<file path="src/rtl/store_buffer.sv">
// Posted-write store buffer between the M stage and a req/ack data memory port.
// Optional build macro STORE_COALESCE_EN: stores to an already-buffered address update that entry in place.
module store_buffer #(
    parameter int DEPTH = 4,
    parameter int AW    = 10,
    parameter int DW    = 32
) (
    input  logic                       clk,
    input  logic                       rst_n,
    input  logic                       m_we,
    input  logic                       m_re,
    input  logic [AW-1:0]              m_addr,
    input  logic [DW-1:0]              m_wdata,
    output logic [DW-1:0]              m_rdata,
    output logic                       stall,
    output logic                       mem_req,
    output logic                       mem_we,
    output logic [AW-1:0]              mem_addr,
    output logic [DW-1:0]              mem_wdata,
    input  logic [DW-1:0]              mem_rdata,
    input  logic                       mem_ack,
    output logic [$clog2(DEPTH+1)-1:0] occupancy
);

    // state | meaning
    // IDLE  | no transfer; a load miss is chosen ahead of draining the head
    // DRAIN | writing the head entry to memory, pop on ack
    // LOAD  | reading the missed load address from memory
    // LDONE | captured read data is presented to the pipeline for one cycle

    localparam int PW = $clog2(DEPTH);
    localparam int CW = $clog2(DEPTH + 1);

    typedef enum logic [1:0] {IDLE, DRAIN, LOAD, LDONE} state_t;

    state_t        state;
    logic [AW-1:0] ent_addr [DEPTH];
    logic [DW-1:0] ent_data [DEPTH];
    logic [PW-1:0] head;
    logic [PW-1:0] tail;
    logic [CW-1:0] count;
    logic [DW-1:0] ld_data;

    logic          match;
    logic [PW-1:0] match_idx;
    logic          is_load;
    logic          full;
    logic          pop;
    logic          coalesce;
    logic          enq;
    logic          load_hit;
    logic          load_miss;

    // Scan oldest to youngest so the last hit is the youngest matching entry.
    always_comb begin
        match     = 1'b0;
        match_idx = head;
        for (int i = 0; i < DEPTH; i++) begin
            if ((CW'(i) < count) && (ent_addr[head + PW'(i)] == m_addr)) begin
                match     = 1'b1;
                match_idx = head + PW'(i);
            end
        end
    end

    assign is_load = m_re & ~m_we;
    assign full    = (count == CW'(DEPTH));
    assign pop     = (state == DRAIN) & mem_ack;

`ifdef STORE_COALESCE_EN
    // The head under DRAIN is already on the bus, so a store to it must append instead.
    assign coalesce = m_we & match & ~((state == DRAIN) & (match_idx == head));
`else
    assign coalesce = 1'b0;
`endif

    assign enq       = m_we & ~coalesce & ~full;
    assign load_hit  = is_load & match;
    assign load_miss = is_load & ~match;

    always_comb begin
        stall = 1'b0;
        if (m_we) begin
            stall = full & ~coalesce;
        end else if (load_miss) begin
            stall = (state != LDONE);
        end
    end

    assign m_rdata   = load_hit ? ent_data[match_idx] : ld_data;
    assign occupancy = count;

    always_ff @(posedge clk or negedge rst_n) begin
        if (!rst_n) begin
            head  <= '0;
            tail  <= '0;
            count <= '0;
            for (int i = 0; i < DEPTH; i++) begin
                ent_addr[i] <= '0;
                ent_data[i] <= '0;
            end
        end else begin
            if (enq) begin
                ent_addr[tail] <= m_addr;
                ent_data[tail] <= m_wdata;
                tail           <= tail + PW'(1);
            end
            if (coalesce) begin
                ent_data[match_idx] <= m_wdata;
            end
            if (pop) begin
                head <= head + PW'(1);
            end
            count <= count + CW'(enq) - CW'(pop);
        end
    end

    always_ff @(posedge clk or negedge rst_n) begin
        if (!rst_n) begin
            state     <= IDLE;
            mem_req   <= 1'b0;
            mem_we    <= 1'b0;
            mem_addr  <= '0;
            mem_wdata <= '0;
            ld_data   <= '0;
        end else begin
            case (state)
                IDLE: begin
                    if (load_miss) begin
                        state    <= LOAD;
                        mem_req  <= 1'b1;
                        mem_we   <= 1'b0;
                        mem_addr <= m_addr;
                    end else if (count != '0) begin
                        state    <= DRAIN;
                        mem_req  <= 1'b1;
                        mem_we   <= 1'b1;
                        mem_addr <= ent_addr[head];
                        // A store merging into the head on this same edge must reach the bus.
                        mem_wdata <= (coalesce && (match_idx == head)) ? m_wdata : ent_data[head];
                    end
                end
                DRAIN: begin
                    if (mem_ack) begin
                        state   <= IDLE;
                        mem_req <= 1'b0;
                        mem_we  <= 1'b0;
                    end
                end
                LOAD: begin
                    if (mem_ack) begin
                        state   <= LDONE;
                        mem_req <= 1'b0;
                        ld_data <= mem_rdata;
                    end
                end
                LDONE: begin
                    state <= IDLE;
                end
                default: begin
                    state <= IDLE;
                end
            endcase
        end
    end

endmodule

</file>
<file path="config.mk">
export PLATFORM = sky130hd
export DESIGN_NAME = store_buffer
export DESIGN_NICKNAME = d
export VERILOG_FILES = /design/src/rtl/store_buffer.sv
export SDC_FILE = /design/constraint.sdc
export NUM_CORES = 1
export LEC_CHECK = 0
export BUFFER_PORTS_ARGS = -buffer_cell sky130_fd_sc_hd__buf_2
export CAP_MARGIN = 20
export CELL_PAD_IN_SITES_DETAIL_PLACEMENT = 1
export CELL_PAD_IN_SITES_GLOBAL_PLACEMENT = 1
export CORE_UTILIZATION = 48
export CTS_CLUSTER_SIZE = 28
export DETAILED_ROUTE_END_ITERATION = 8
export GPL_TIMING_DRIVEN = 1
export PLACE_DENSITY_LB_ADDON = 0.1
export SLEW_MARGIN = 5
export SYNTH_ARGS = -nofsm -noshare
export SYNTH_HDL_FRONTEND = slang
export SYNTH_SLANG_ARGS = --single-unit
</file>
<file path="constraint.sdc">
create_clock -name clk -period 6.6 [get_ports clk]
set_input_delay 1.65 -clock clk [delete_from_list [all_inputs] [get_ports clk]]
set_output_delay 1.65 -clock clk [all_outputs]
set_load 0.1 [all_outputs]
</file>
==> results.py, run 1 <==
metrics = {
    "run_status": {
        "outcome": "finished, final reports clean",
    },
    "critical_path": {
        "critPathLaunchType": "input pin",
        "path_buf_inv": 5,
        "ff2ff_setup_slack_ns": 1.84,
        "critical_path_arrival_ns": 4.83,
        "r2r_cells": 10,
        "worstReg2RegEnd": "mem_wdata[12]",
        "worstReg2RegStart": "head[0]",
        "crit_path_max_fanout": 10,
        "cpMostUsedCell": "buf_4",
        "slowest_stage": "or4_1",
        "required_ns": 4.95,
        "path_class": "input pin to output pin",
        "cp_top_family": "buffers and inverters",
        "end_kind": "output pin",
        "max_stage_delay_ns": 0.54,
        "crit_chain": "buf_2, xnor2_1, or4_1, a222oi_1, and3_1, or4_2, nand3_4, buf_12, buf_4, a2111oi_0, buf_4, a221oi_2, clkbuf_4",
    },
    "sta": {
        "finalCritPeriodShare": 0.9825,
        "slew_violations": 0,
        "fin_skew_ns": 0.01233,
        "rsz0062_at_grt": "yes",
        "period_needed_ns": 6.485,
        "setup_violations": 0,
        "fmax_ghz": 0.1542,
        "slew_headroom": 0.2746,
        "fin_ws_ns": 0.1153,
        "tightestPinTransition_ns": 1.088,
        "finalHoldViolCount": 0,
    },
    "placement": {
        "dp_hpwl_um": 23680,
        "place_area_um2": 15090,
        "dp_slack_ns": -0.004428,
        "gp_congestion": 0.8394,
        "portBuffers": 158,
    },
    "clock_network": {
        "cts_tree": "done",
        "cts_buffers": 29,
        "htree_levels": 1,
        "clk-insertion-delay-late_ns": 0.55,
        "path_clk_slew_ns": 0.06,
        "clock_sinks": 253,
        "root_buffer": "clkbuf_16",
        "hold_buffers": 0,
        "clock_path_buffers": 3,
    },
    "cells_and_area": {
        "areaGrowthSynthToFinish_pct": 21.90,
        "drive_gt1_frac": 0.4637,
        "stdcell_area_um2": 16230,
        "fill_cells": 2672,
        "nets": 1268,
    },
    "synthesis": {
        "synthFlopType": "dfrtp_1",
        "synthArstFlopShare": 1.000,
        "synth_area_leaders": "dfrtp_1 48%, mux2_2 18%, mux4_2 6.9%, mux2i_1 5.1%, mux2_1 2.5%",
        "ys_ff_latch": 253,
        "synth_top_cell_by_area": "dfrtp_1",
        "yosys.cell_types.count": 54,
        "netlist_area_um2": 13320,
        "syn_nets": 1106,
        "ys.warnings.count": 0,
        "synth-edff-count": 0,
        "syn_inst": 1013,
        "synth_top_area_frac": 0.4754,
        "synth_area_per_cell_um2": 13.15,
        "ys_seq_area_frac": 0.4754,
    },
    "routing": {
        "wl_met1_um": 16290,
        "dr.pass1.iters": 4,
        "vias": 9245,
        "antenna_left": 0,
        "detail_route.iter0.violations": 397,
        "drc": 0,
        "wl_per_cell_um": 23.28,
        "top_layer": "met5",
        "wirelength_um": 36550,
        "met3_length_um": 1264,
        "viasPerCell": 5.889,
        "met2_length_um": 18190,
    },
    "grt": {
        "grt_pass1_vias": 9973,
        "grt_overflow_total": 0,
        "antenna_found_initial": 2,
        "grt.total_usage": 0.2663,
        "grt_max_degree": 138,
        "grt_first_pass_wirelength_um": 58550,
    },
    "worst_hold_path": {
        "hold_path.class": "flip-flop to flip-flop",
        "hold_depth": 2,
        "hp-start": "mem_addr[2]",
        "worstHoldEndpoint": "mem_addr[2]",
    },
    "die": {
        "die_area_um2": 28410,
        "die_w_um": 168.6,
        "row_count": 60,
        "pin_count": 159,
        "fp.dieH_um": 168.6,
        "core_area_um2": 27100,
        "start_util": 0.4914,
    },
    "job": {
        "cap_violations": 0,
    },
}
## cells in the final DEF (no fill, tap or decap), types with 14 or more instances in the layout
cell         n
mux2i_1     68
mux2_2     208
xnor2_1     33
a2111oi_0   19
buf_2      143
inv_1       49
o21ai_0     15
mux2_1      29
dfrtp_1    251
mux4_2      41
clkbuf_16   29
and4_1      32
buf_12      18
xor2_1      14
a221oi_2    31
nand2_1     23
buf_4       43
## Yosys cell counts, types with 5 or more instances
master / number
mux4_2: 41
o21ai_0: 17
nor3_1: 6
o22ai_1: 5
buf_1: 29
a21oi_1: 10
mux2i_1: 68
inv_1: 49
nor2_1: 6
mux2_1: 29
mux2_2: 208
buf_2: 6
clkbuf_1: 37
nor2b_1: 7
and4_1: 32
ha_1: 13
a221oi_1: 31
dfrtp_1: 253
xor2_1: 14
nand2_1: 28
xnor2_1: 34
nor4_1: 6
a2111oi_0: 32
## layout make-up
class / count / area, um^2 / area share
antenna: 1 / 2.502 / 0.0001542
timing repair buffer: 211 / 1486 / 0.09157
inverter: 49 / 183.9 / 0.01133
tap: 372 / 465.4 / 0.02867
clock buffer: 42 / 824.5 / 0.05079
multi-input combinational: 631 / 6719 / 0.4139
clock inverter: 11 / 212.7 / 0.01310
sequential: 253 / 6339 / 0.3905
## cell families after synthesis
group | synth area share
adders and majority gates | 0.01372
muxes | 0.3209
and+or+nand+nor | 0.04961
DFF | 0.4754
xor gates and xnor gates | 0.03157
buffers and inverters | 0.04031
AOI/OAI and AO/OA | 0.06850
## per-stage QoR
step	utilization	cells	TNS [ns]	hold slack, ns
after floorplan	-	1013	-11.49	0.4737
after global placement	0.5568	1512	0	0.4674
after detailed placement	0.5568	1512	-0.004428	0.4707
after CTS	0.5961	1566	0	0.4842
after global routing	0.5990	1570	-0.01853	0.5044
final	0.5990	1570	0	0.4825
## tightest hold or removal path: cells and delay by family, from the launching register on
kind	cells	cell delay, ns
DFF	1	0.34
and+or+nand+nor	1	0.05
AOI/OAI and AO/OA	1	0.06
## routing by layer
metal  global-route usage  vias up
met3              0.03040       56
met4              0.06798        2
met2               0.4595      208
met5                    0        -
li1                     -     4120
met1               0.3588     4859
## worst max path at each step
stage	from	endpoint	depth (start not counted)
floorplan	m_addr[1]	m_rdata[0]	10
global placement	m_addr[9]	m_rdata[31]	12
detailed placement	m_addr[1]	m_rdata[14]	11
CTS	m_addr[1]	m_rdata[23]	12
global route	m_addr[1]	m_rdata[0]	13
finish	m_addr[1]	m_rdata[20]	13
## sequential cells by signal (all words and copies together), names as in the netlist
| register | flops |
|---|---|
| ent_addr | 40 |
| ent_data | 128 |
| head | 2 |
| ld_data | 32 |
| mem_addr | 10 |
| mem_req | 1 |
| mem_wdata | 32 |
| mem_we | 1 |
| occupancy | 3 |
| state | 2 |
| tail | 2 |
## repair_timing
action	in CTS	in global routing
setup buffers	1	3
gates resized for setup	1	19
pin swaps	0	1
endpoints found under the setup margin	20	30
Power of run 1 is left out: the tool's default activity adds up to more than one toggle a clock period on the data nets, which glitch-free logic cannot reach.
==> run 2, diff against run 1 <==
--- a/config.mk
+++ b/config.mk
@@ -7,13 +7,13 @@
 export LEC_CHECK = 0
 export BUFFER_PORTS_ARGS = -buffer_cell sky130_fd_sc_hd__buf_2
 export CAP_MARGIN = 20
-export CELL_PAD_IN_SITES_DETAIL_PLACEMENT = 1
+export CELL_PAD_IN_SITES_DETAIL_PLACEMENT = 0
 export CELL_PAD_IN_SITES_GLOBAL_PLACEMENT = 1
 export CORE_UTILIZATION = 48
 export CTS_CLUSTER_SIZE = 28
 export DETAILED_ROUTE_END_ITERATION = 8
 export GPL_TIMING_DRIVEN = 1
-export PLACE_DENSITY_LB_ADDON = 0.1
+export PLACE_DENSITY = 0.91
 export SLEW_MARGIN = 5
 export SYNTH_ARGS = -nofsm -noshare
 export SYNTH_HDL_FRONTEND = slang
==> run 2 against run 1 <==
First-iteration DRC count increased by 61%. Setup slack got worse by 0.015 ns. Count of clock-buffer cells in the layout grew 1. Sequential share of layout area is 0.17 points higher. Utilization decreased by 0.26 points. Cell count down 1.8%. Non-clock buffer count shrank 26. Hold slack improved by 0.0043 ns. Register-to-register slack improved by 0.12 ns. Fmax is 0.23% lower. Critical path depth is 2 lower. Global-route usage down 3.1 points. Critical path type unchanged.
==> results.py, run 2 (same netlist as run 1, synthesis figures left out) <==
metrics = {
    "run_status": {
        "outcome": "finished, final reports clean",
    },
    "routing": {
        "wl_per_cell_um": 21.47,
        "met2_length_um": 16220,
        "vias": 9131,
        "wirelength_um": 33100,
        "wl_met1_um": 14420,
        "antenna_left": 0,
        "top_layer": "met4",
        "detail_route.iter0.violations": 641,
        "drc": 0,
        "met3_length_um": 1438,
        "dr.pass1.iters": 7,
        "viasPerCell": 5.922,
    },
    "clock_network": {
        "cts_tree": "done",
        "htree_levels": 1,
        "path_clk_slew_ns": 0.06,
        "clock_sinks": 253,
        "clk-insertion-delay-late_ns": 0.55,
        "clock_path_buffers": 3,
        "cts_buffers": 28,
        "root_buffer": "clkbuf_16",
    },
    "cells_and_area": {
        "final_cell_mix": "251 x dfrtp_1, 208 x mux2_2, 126 x buf_2",
        "regMostFlops": "ent_data",
        "fin_util": 0.5964,
        "drive_gt1_frac": 0.4495,
        "fill_cells": 2153,
        "areaGrowthSynthToFinish_pct": 21.37,
        "multiInputGateArea_um2": 6720,
        "seq_area_um2": 6339,
        "nets": 1241,
        "reg_top3": "ent_data (128), ent_addr (40)",
        "final_common_cell": "dfrtp_1",
        "largest_reg_flops": 128,
    },
    "sta": {
        "fin_skew_ns": 0.009559,
        "fmax_ghz": 0.1539,
        "slew_violations": 0,
        "tightestPinTransition_ns": 1.029,
        "fin_ws_ns": 0.1003,
        "finalHoldViolCount": 0,
        "rsz0062_at_grt": "yes",
        "setup_violations": 0,
        "period_needed_ns": 6.500,
        "slew_headroom": 0.3143,
        "finalCritPeriodShare": 0.9848,
    },
    "critical_path": {
        "path_class": "input pin to output pin",
        "worstReg2RegStart": "head[0]",
        "critical_path_arrival_ns": 4.85,
        "required_ns": 4.95,
        "r2r_cells": 9,
        "worstReg2RegEnd": "mem_wdata[11]",
        "end_kind": "output pin",
        "critPathLaunchType": "input pin",
        "crit_path_max_fanout": 14,
        "ff2ff_setup_slack_ns": 1.96,
    },
    "grt": {
        "grt_pass1_vias": 9367,
        "grt_first_pass_wirelength_um": 52290,
        "grt_overflow_total": 0,
        "antenna_found_initial": 2,
        "grt_max_degree": 141,
        "grt.total_usage": 0.2351,
    },
    "die": {
        "row_count": 60,
        "die_w_um": 168.6,
        "start_util": 0.4914,
        "fp.dieH_um": 168.6,
        "core_area_um2": 27100,
        "pin_count": 159,
        "die_area_um2": 28410,
    },
    "placement": {
        "dp_hpwl_um": 21230,
        "gp_congestion": 0.8782,
        "portBuffers": 158,
        "dp_slack_ns": 0.1244,
    },
    "job": {
        "cap_violations": 0,
    },
    "worst_hold_path": {
        "worstHoldEndpoint": "mem_wdata[8]",
        "hold_path.class": "flip-flop to flip-flop",
        "hp-start": "mem_wdata[8]",
        "hold_depth": 1,
    },
}
## run 2: cell type report
cell class	count	area share
tap	372	0.02880
timing repair buffer	185	0.09553
clock buffer	43	0.05117
multi-input combinational	631	0.4158
inverter	49	0.01138
sequential	253	0.3922
clock inverter	7	0.004800
antenna	2	0.0003097
## run 2: layer usage
| layer | vias up | global-route usage |
|---|---|---|
| li1 | 4087 | - |
| met1 | 4731 | 0.3148 |
| met2 | 242 | 0.3936 |
| met3 | 71 | 0.03203 |
| met4 | 0 | 0.08221 |
| met5 | - | 0 |
## run 2: what timing repair did
| item | CTS | global route |
|---|---|---|
| resized for setup | 0 | 13 |
| hold buffers | 0 | 0 |
| setup endpoints to repair | 0 | 32 |
| setup buffers | 0 | 1 |
## run 2: stage by stage
stage / setup TNS, ns / instance area, um^2 / hold slack (ns) / std cells
3_3_place_gp: 0 / 15210 / 0.4727 / 1489
2_1_floorplan: -11.49 / 13510 / 0.4737 / 1013
3_5_place_dp: 0 / 15210 / 0.4798 / 1489
5_1_grt: 0 / 16160 / 0.5046 / 1542
4_1_cts: 0 / 16120 / 0.4935 / 1539
6_report: 0 / 16160 / 0.4868 / 1542
## run 2: how the worst max path moves through the flow
stage	startpoint	endpoint	slack [ns]	cells after the start
6_report	m_addr[1]	m_rdata[19]	0.10	11
3_5_place_dp	m_addr[1]	m_rdata[5]	0.12	11
5_1_grt	m_addr[1]	m_rdata[11]	0.0003	12
2_1_floorplan	m_addr[1]	m_rdata[0]	-0.38	10
3_3_place_gp	m_addr[1]	m_rdata[27]	0.15	11
4_1_cts	head[0]	m_rdata[14]	0.03	12
## run 2: worst max-delay path, stage by stage
cell and delay (ns):
buf_2 0.21, xnor2_1 0.14, or4_1 0.54, a222oi_1 0.46
nand2_1 0.10, o21ai_1 0.23, xnor2_2 0.32, buf_4 0.31
a2111oi_0 0.53, a221oi_2 0.13, buf_12 0.21
Power of run 2 is left out for the same reason.
